===== src/rtl/bsg_counter_sample_sched_pkg.sv =====
// Shared types and default sizing for the counter sample scheduler.
package bsg_counter_sample_sched_pkg;

   // Scheduler states: waiting for a window to close, or streaming snapshot beats
   typedef enum logic {
      IDLE  = 1'b0,
      DRAIN = 1'b1
   } sched_state_e;

   localparam int els_default_lp    = 4;
   localparam int width_default_lp  = 7;
   localparam int window_default_lp = 64;

endpackage


===== src/rtl/bsg_counter_clear_up_sat.sv =====
// Clear/up counter that saturates at all-ones and keeps a sticky flag
// recording any increment that was attempted while already at the maximum.
module bsg_counter_clear_up_sat
   import bsg_counter_sample_sched_pkg::*;
#(
   parameter int width_p = width_default_lp
)(
   input  logic               clk_i,
   input  logic               reset_n_i,
   input  logic               clear_i,
   input  logic               up_i,
   output logic [width_p-1:0] count_o,
   output logic               sat_o
);

   localparam logic [width_p-1:0] max_lp = '1;

   logic [width_p-1:0] base;
   logic               at_max;

   // Increment that refuses to wrap past the maximum
   function automatic logic [width_p-1:0] sat_inc(input logic [width_p-1:0] v,
                                                  input logic               up);
      if (up && (v != max_lp)) return v + width_p'(1);
      return v;
   endfunction

   // A clear restarts from zero, so a same-cycle increment lands as the first count
   assign base   = clear_i ? '0 : count_o;
   assign at_max = (base == max_lp);

   // Count and sticky saturation update; clear drops the flag along with the count
   always_ff @(posedge clk_i) begin
      if (!reset_n_i) begin
         count_o <= '0;
         sat_o   <= 1'b0;
      end else begin
         count_o <= sat_inc(base, up_i);
         sat_o   <= (clear_i ? 1'b0 : sat_o) | (up_i & at_max);
      end
   end

endmodule


===== src/rtl/bsg_counter_sample_sched.sv =====
// Per-source event counters sampled at the end of each enabled window (or on
// flush), then streamed out one source per beat over a valid/ready port.
module bsg_counter_sample_sched
   import bsg_counter_sample_sched_pkg::*;
#(
   parameter int els_p    = els_default_lp,
   parameter int width_p  = width_default_lp,
   parameter int window_p = window_default_lp,
   localparam int id_w_lp    = (els_p > 1) ? $clog2(els_p) : 1,
   localparam int timer_w_lp = $clog2(window_p)
)(
   input  logic               clk_i,
   input  logic               reset_n_i,
   input  logic               en_i,
   input  logic               flush_i,
   input  logic [els_p-1:0]   event_i,
   output logic               v_o,
   input  logic               ready_i,
   output logic [id_w_lp-1:0] id_o,
   output logic [width_p-1:0] count_o,
   output logic               sat_o
);

   localparam logic [timer_w_lp-1:0] timer_last_lp = timer_w_lp'(window_p - 1);
   localparam logic [id_w_lp-1:0]    idx_last_lp   = id_w_lp'(els_p - 1);

   sched_state_e          state;
   logic [timer_w_lp-1:0] timer;
   logic [id_w_lp-1:0]    idx;
   logic                  snapshot;

   logic [width_p-1:0] cnt      [els_p];
   logic               cnt_sat  [els_p];
   logic [width_p-1:0] snap_cnt [els_p];
   logic               snap_sat [els_p];

   // Snapshots are only taken while idle; an expiry during a drain waits with
   // the timer parked at its last value, while a flush during a drain is dropped.
   assign snapshot = (state == IDLE) &&
                     ((en_i && (timer == timer_last_lp)) || flush_i);

   // The snapshot cycle doubles as the clear, so that cycle's events open the next window
   for (genvar g = 0; g < els_p; g++) begin : g_cnt
      bsg_counter_clear_up_sat #(
         .width_p (width_p)
      ) u_cnt (
         .clk_i     (clk_i),
         .reset_n_i (reset_n_i),
         .clear_i   (snapshot),
         .up_i      (event_i[g]),
         .count_o   (cnt[g]),
         .sat_o     (cnt_sat[g])
      );
   end

   // Capture every counter and its sticky flag on the snapshot cycle
   always_ff @(posedge clk_i) begin
      if (!reset_n_i) begin
         for (int i = 0; i < els_p; i++) begin
            snap_cnt[i] <= '0;
            snap_sat[i] <= 1'b0;
         end
      end else if (snapshot) begin
         for (int i = 0; i < els_p; i++) begin
            snap_cnt[i] <= cnt[i];
            snap_sat[i] <= cnt_sat[i];
         end
      end
   end

   // Scheduler: window timer plus IDLE/DRAIN sequencing of the beat index
   always_ff @(posedge clk_i) begin
      if (!reset_n_i) begin
         state <= IDLE;
         timer <= '0;
         idx   <= '0;
      end else begin
         if (snapshot)
            timer <= '0;
         else if (en_i && (timer != timer_last_lp))
            timer <= timer + timer_w_lp'(1);

         if (state == IDLE) begin
            if (snapshot) begin
               state <= DRAIN;
               idx   <= '0;
            end
         end else if (ready_i) begin
            if (idx == idx_last_lp) begin
               state <= IDLE;
               idx   <= '0;
            end else begin
               idx <= idx + id_w_lp'(1);
            end
         end
      end
   end

   // Beat outputs come straight from registers and read as zero while idle
   assign v_o     = (state == DRAIN);
   assign id_o    = v_o ? idx : '0;
   assign count_o = v_o ? snap_cnt[idx] : '0;
   assign sat_o   = v_o & snap_sat[idx];

endmodule


===== config.mk =====
export PLATFORM = sky130hd
export DESIGN_NAME = bsg_counter_sample_sched
export DESIGN_NICKNAME = d
export VERILOG_FILES = /design/src/rtl/bsg_counter_sample_sched_pkg.sv /design/src/rtl/bsg_counter_clear_up_sat.sv /design/src/rtl/bsg_counter_sample_sched.sv
export SDC_FILE = /design/constraint.sdc
export NUM_CORES = 1
export LEC_CHECK = 0
export ABC_AREA = 1
export CAP_MARGIN = 20
export CORE_AREA = 2 2 107 109
export CTS_CLUSTER_DIAMETER = 80
export DETAILED_ROUTE_END_ITERATION = 12
export DIE_AREA = 0 0 109 111
export GPL_TIMING_DRIVEN = 1
export PLACE_DENSITY = 0.51
export SLEW_MARGIN = 0
export SYNTH_ARGS = -nofsm -noshare
export SYNTH_HDL_FRONTEND = slang
export SYNTH_SLANG_ARGS = --single-unit

===== constraint.sdc =====
create_clock -name clk_i -period 2.28 [get_ports clk_i]
set_input_delay 0.228 -clock clk_i [delete_from_list [all_inputs] [get_ports clk_i]]
set_output_delay 0.228 -clock clk_i [all_outputs]
set_load 0.01 [all_outputs]

==> results.txt <==
CTS sink count - 75
Layout area overhead - 23.92%
WL final - 8.677 mm
Remaining DRCs - 0
Yosys reg bits - 75
Die ar. - 12,100 um2
row cnt - 39
# diodes - 0
die height - 111 um
Post-Synth Simple-Gate Area - 30.14%
# IOs - 20
leakage - 0.001939 uW
Net Sw Frac - 21.89%
deepest clock path buffer count - 2
final setup margin - 0.1373 ns
vias - 3,156
warnings from Yosys - 0
CP Capture Type - output pin
fmax - 466.7 MHz
Post-Place Setup Slack - 0.01963 ns
VDD IR max - 380.4 uV
syn nets - 517
Comb pwr share - 8.6%
Starting DRT DRC Count - 172
clock power share - 47.8%
HP Start - g_cnt[3].u_cnt.sat_o$_SDFF_PN0_
Worst R2R Start - timer[0]$_SDFFE_PP0P_
port bufs - 19
sequential cell area fraction in the yosys report - 47.37%
Worst setup SP type - register
slowest CP cell - clkdlybuf4s50_1
critical-path cell list - clkinvlp_4 > nor2_2 > o21ai_0 > a21oi_1 > clkdlybuf4s50_1
Synth Area in Adders - 1.985%
wire length per cell - 12.67 um
Post-DP HPWL - 6.281 mm
Num CTS Buffers - 9
synthesized area - 3782 um2
Async SR Flop Fraction - 0%
GRT Overall Usage - 15.55%
mux contribution to synthesized area - 0%
Slew @ Worst Pin - 0.3615 ns
Routed Antenna Nets - 0
Arrival @ worst endpoint - 1.91 ns
Pint - 2625 uW
Pwr Density - 716.9 nW/um2
first-pass GRT wire length - 14.44 mm
Crit Path Category - register to output pin
vias in the first global route - 3,029
final number of setup-violating endpoints - 0
Reg power frac - 43.6%
Clock Latency Late Sink - 0.34 ns
Top FF cell, synth - dfxtp_1
Cells after Synth - 502
TNS Setup - 0 ns
most frequent cell after synthesis - nor2_1
synth top area cells - dfxtp_1 (24%), edfxtp_1 (23%), nor2_1 (12%)
Tmin final - 2.143 ns
RSZ-0062 raised after global routing - no
max-cap violations - 0
core area - 11,080 um2
critical path data required time - 2.05 ns
Slew HR - 75.82%
GRT Residual Overflow - 0
initial antenna violation count - 0
clk_skew - 0.005988 ns
commonest cells in the netlist - nor2_1 (117), inv_1 (76), nand2_1 (73)
CTS tree - done
Synth Area in XOR/XNOR - 1.158%
EDFF count, synth - 29
Yosys top cell area share - 24.35%
area fraction in compound gates after synthesis - 8.303%
Avg Inst Size Synth - 7.535 um2
CTS Hold Bufs - 0
largest family of logic cells by synthesized area - simple AND/OR/NAND/NOR gates
Slew Limit Fails - 0
Clock Tree Root - clkbuf_16
worst min-delay path category - register to register
layout cells sized above 1 - 15.50%
clk slew on worst S/H paths - 0.06 ns
Yosys top cell by area - dfxtp_1
Critical Path Fanout Max - 9
crit share post-route - 93.98%
die width - 109 um
DRT Pass-1 Iters - 4
largest net degree at the start of global routing - 34
Initial Util - 34.15%
Routability Congestion - 0.8152
Largest stage delay, worst path - 0.56 ns
vias per std cell - 4.607
Unique masters post-synth - 34
status - complete, no violations
CTS H-tree depth - 3
Switch Pwr - 735.6 uW
Nets - 552
Final Hold Viols - 0
## power groups by stage
stage / Sequential [uW] / Clock (uW) / Combinational [uW]
after global placement: 1490 / 0 / 279
after CTS: 1470 / 1650 / 282
final: 1460 / 1610 / 290
after global routing: 1470 / 1710 / 327
after detailed placement: 1490 / 0 / 281
after floorplan: 1480 / 0 / 174
## layout make-up
cell class              count  area (um2)
fillers                  1128        6390
clock inverters             2       35.03
well taps                 143       178.9
clock buffers              14       316.6
flip-flops and latches     75        1800
repair buffers             43       430.4
inverters                  80       309.0
multi-input cells         328        1617
## state kept, by name, indices dropped and copies added, names as in the netlist, named ones only
| signal | cells |
|---|---|
| v_o | 1 |
| g_cnt.u_cnt.sat_o | 4 |
| snap_cnt | 28 |
| timer | 6 |
| snap_sat | 4 |
| idx | 2 |
| g_cnt.u_cnt.count_o | 28 |
## layout by cell type (no fill, tap or decap), types with 7 or more instances in the layout
cell             count
a21oi_1             28
edfxtp_1            29
nand2_1             72
dfxtp_1             43
o21ai_0             20
clkdlybuf4s50_1     17
nor2_2              12
nand3_1             26
nand2_2              7
nor2_1             110
nand4_1             12
buf_4               20
clkbuf_16           12
inv_1               74
## worst max-delay path: cells and delay by family, from the launching register on
kind,cells,cell delay (ns)
compound gates,2,0.23
buf+inv,2,0.75
flops,1,0.42
simple gates,1,0.17
## per-stage QoR
step	power, uW	instances	hold WS, ns	cell area (um2)	utilization, %
finish	3360	685	0.4732	4687	42.31
global route	3509	685	0.4922	4687	42.31
floorplan	1656	502	0.3667	3782	-
detailed placement	1775	666	0.4617	4238	38.26
CTS	3395	682	0.4704	4594	41.48
global placement	1772	666	0.4460	4238	38.26
## routing by layer
metal / track usage, % / wire length (um) / vias up
met5: 0 / 0 / -
met4: 5.641 / 146 / 0
met3: 4.233 / 374 / 11
met2: 24.18 / 3905 / 41
met1: 20.53 / 4251 / 1436
li1: - / - / 1668
## logic make-up after synthesis
kind of cell | count (synthesis)
flops | 75
fa+ha+maj | 6
xor+xnor | 5
buf+inv | 100
simple gates | 257
compound gates | 59
## path summary, 6_finish.rpt
| kind | end | depth (start not counted) | slack [ns] |
|---|---|---|---|
| setup / recovery | count_o[5] | 5 | 0.14 |
| hold reg to reg | g_cnt[3].u_cnt.sat_o$_SDFF_PN0_ | 2 | 0.47 |
| setup reg to reg | g_cnt[3].u_cnt.count_o[4]$_SDFF_PN0_ | 17 | 0.18 |
| hold / removal | g_cnt[3].u_cnt.sat_o$_SDFF_PN0_ | 2 | 0.47 |
## what timing repair did
item	CTS	global route
cloned	0	2
gates resized for setup	3	21
pin swaps	0	3
setup endpoints to repair	8	34
setup buffers	0	1
Power figures use the tool's default switching activity.
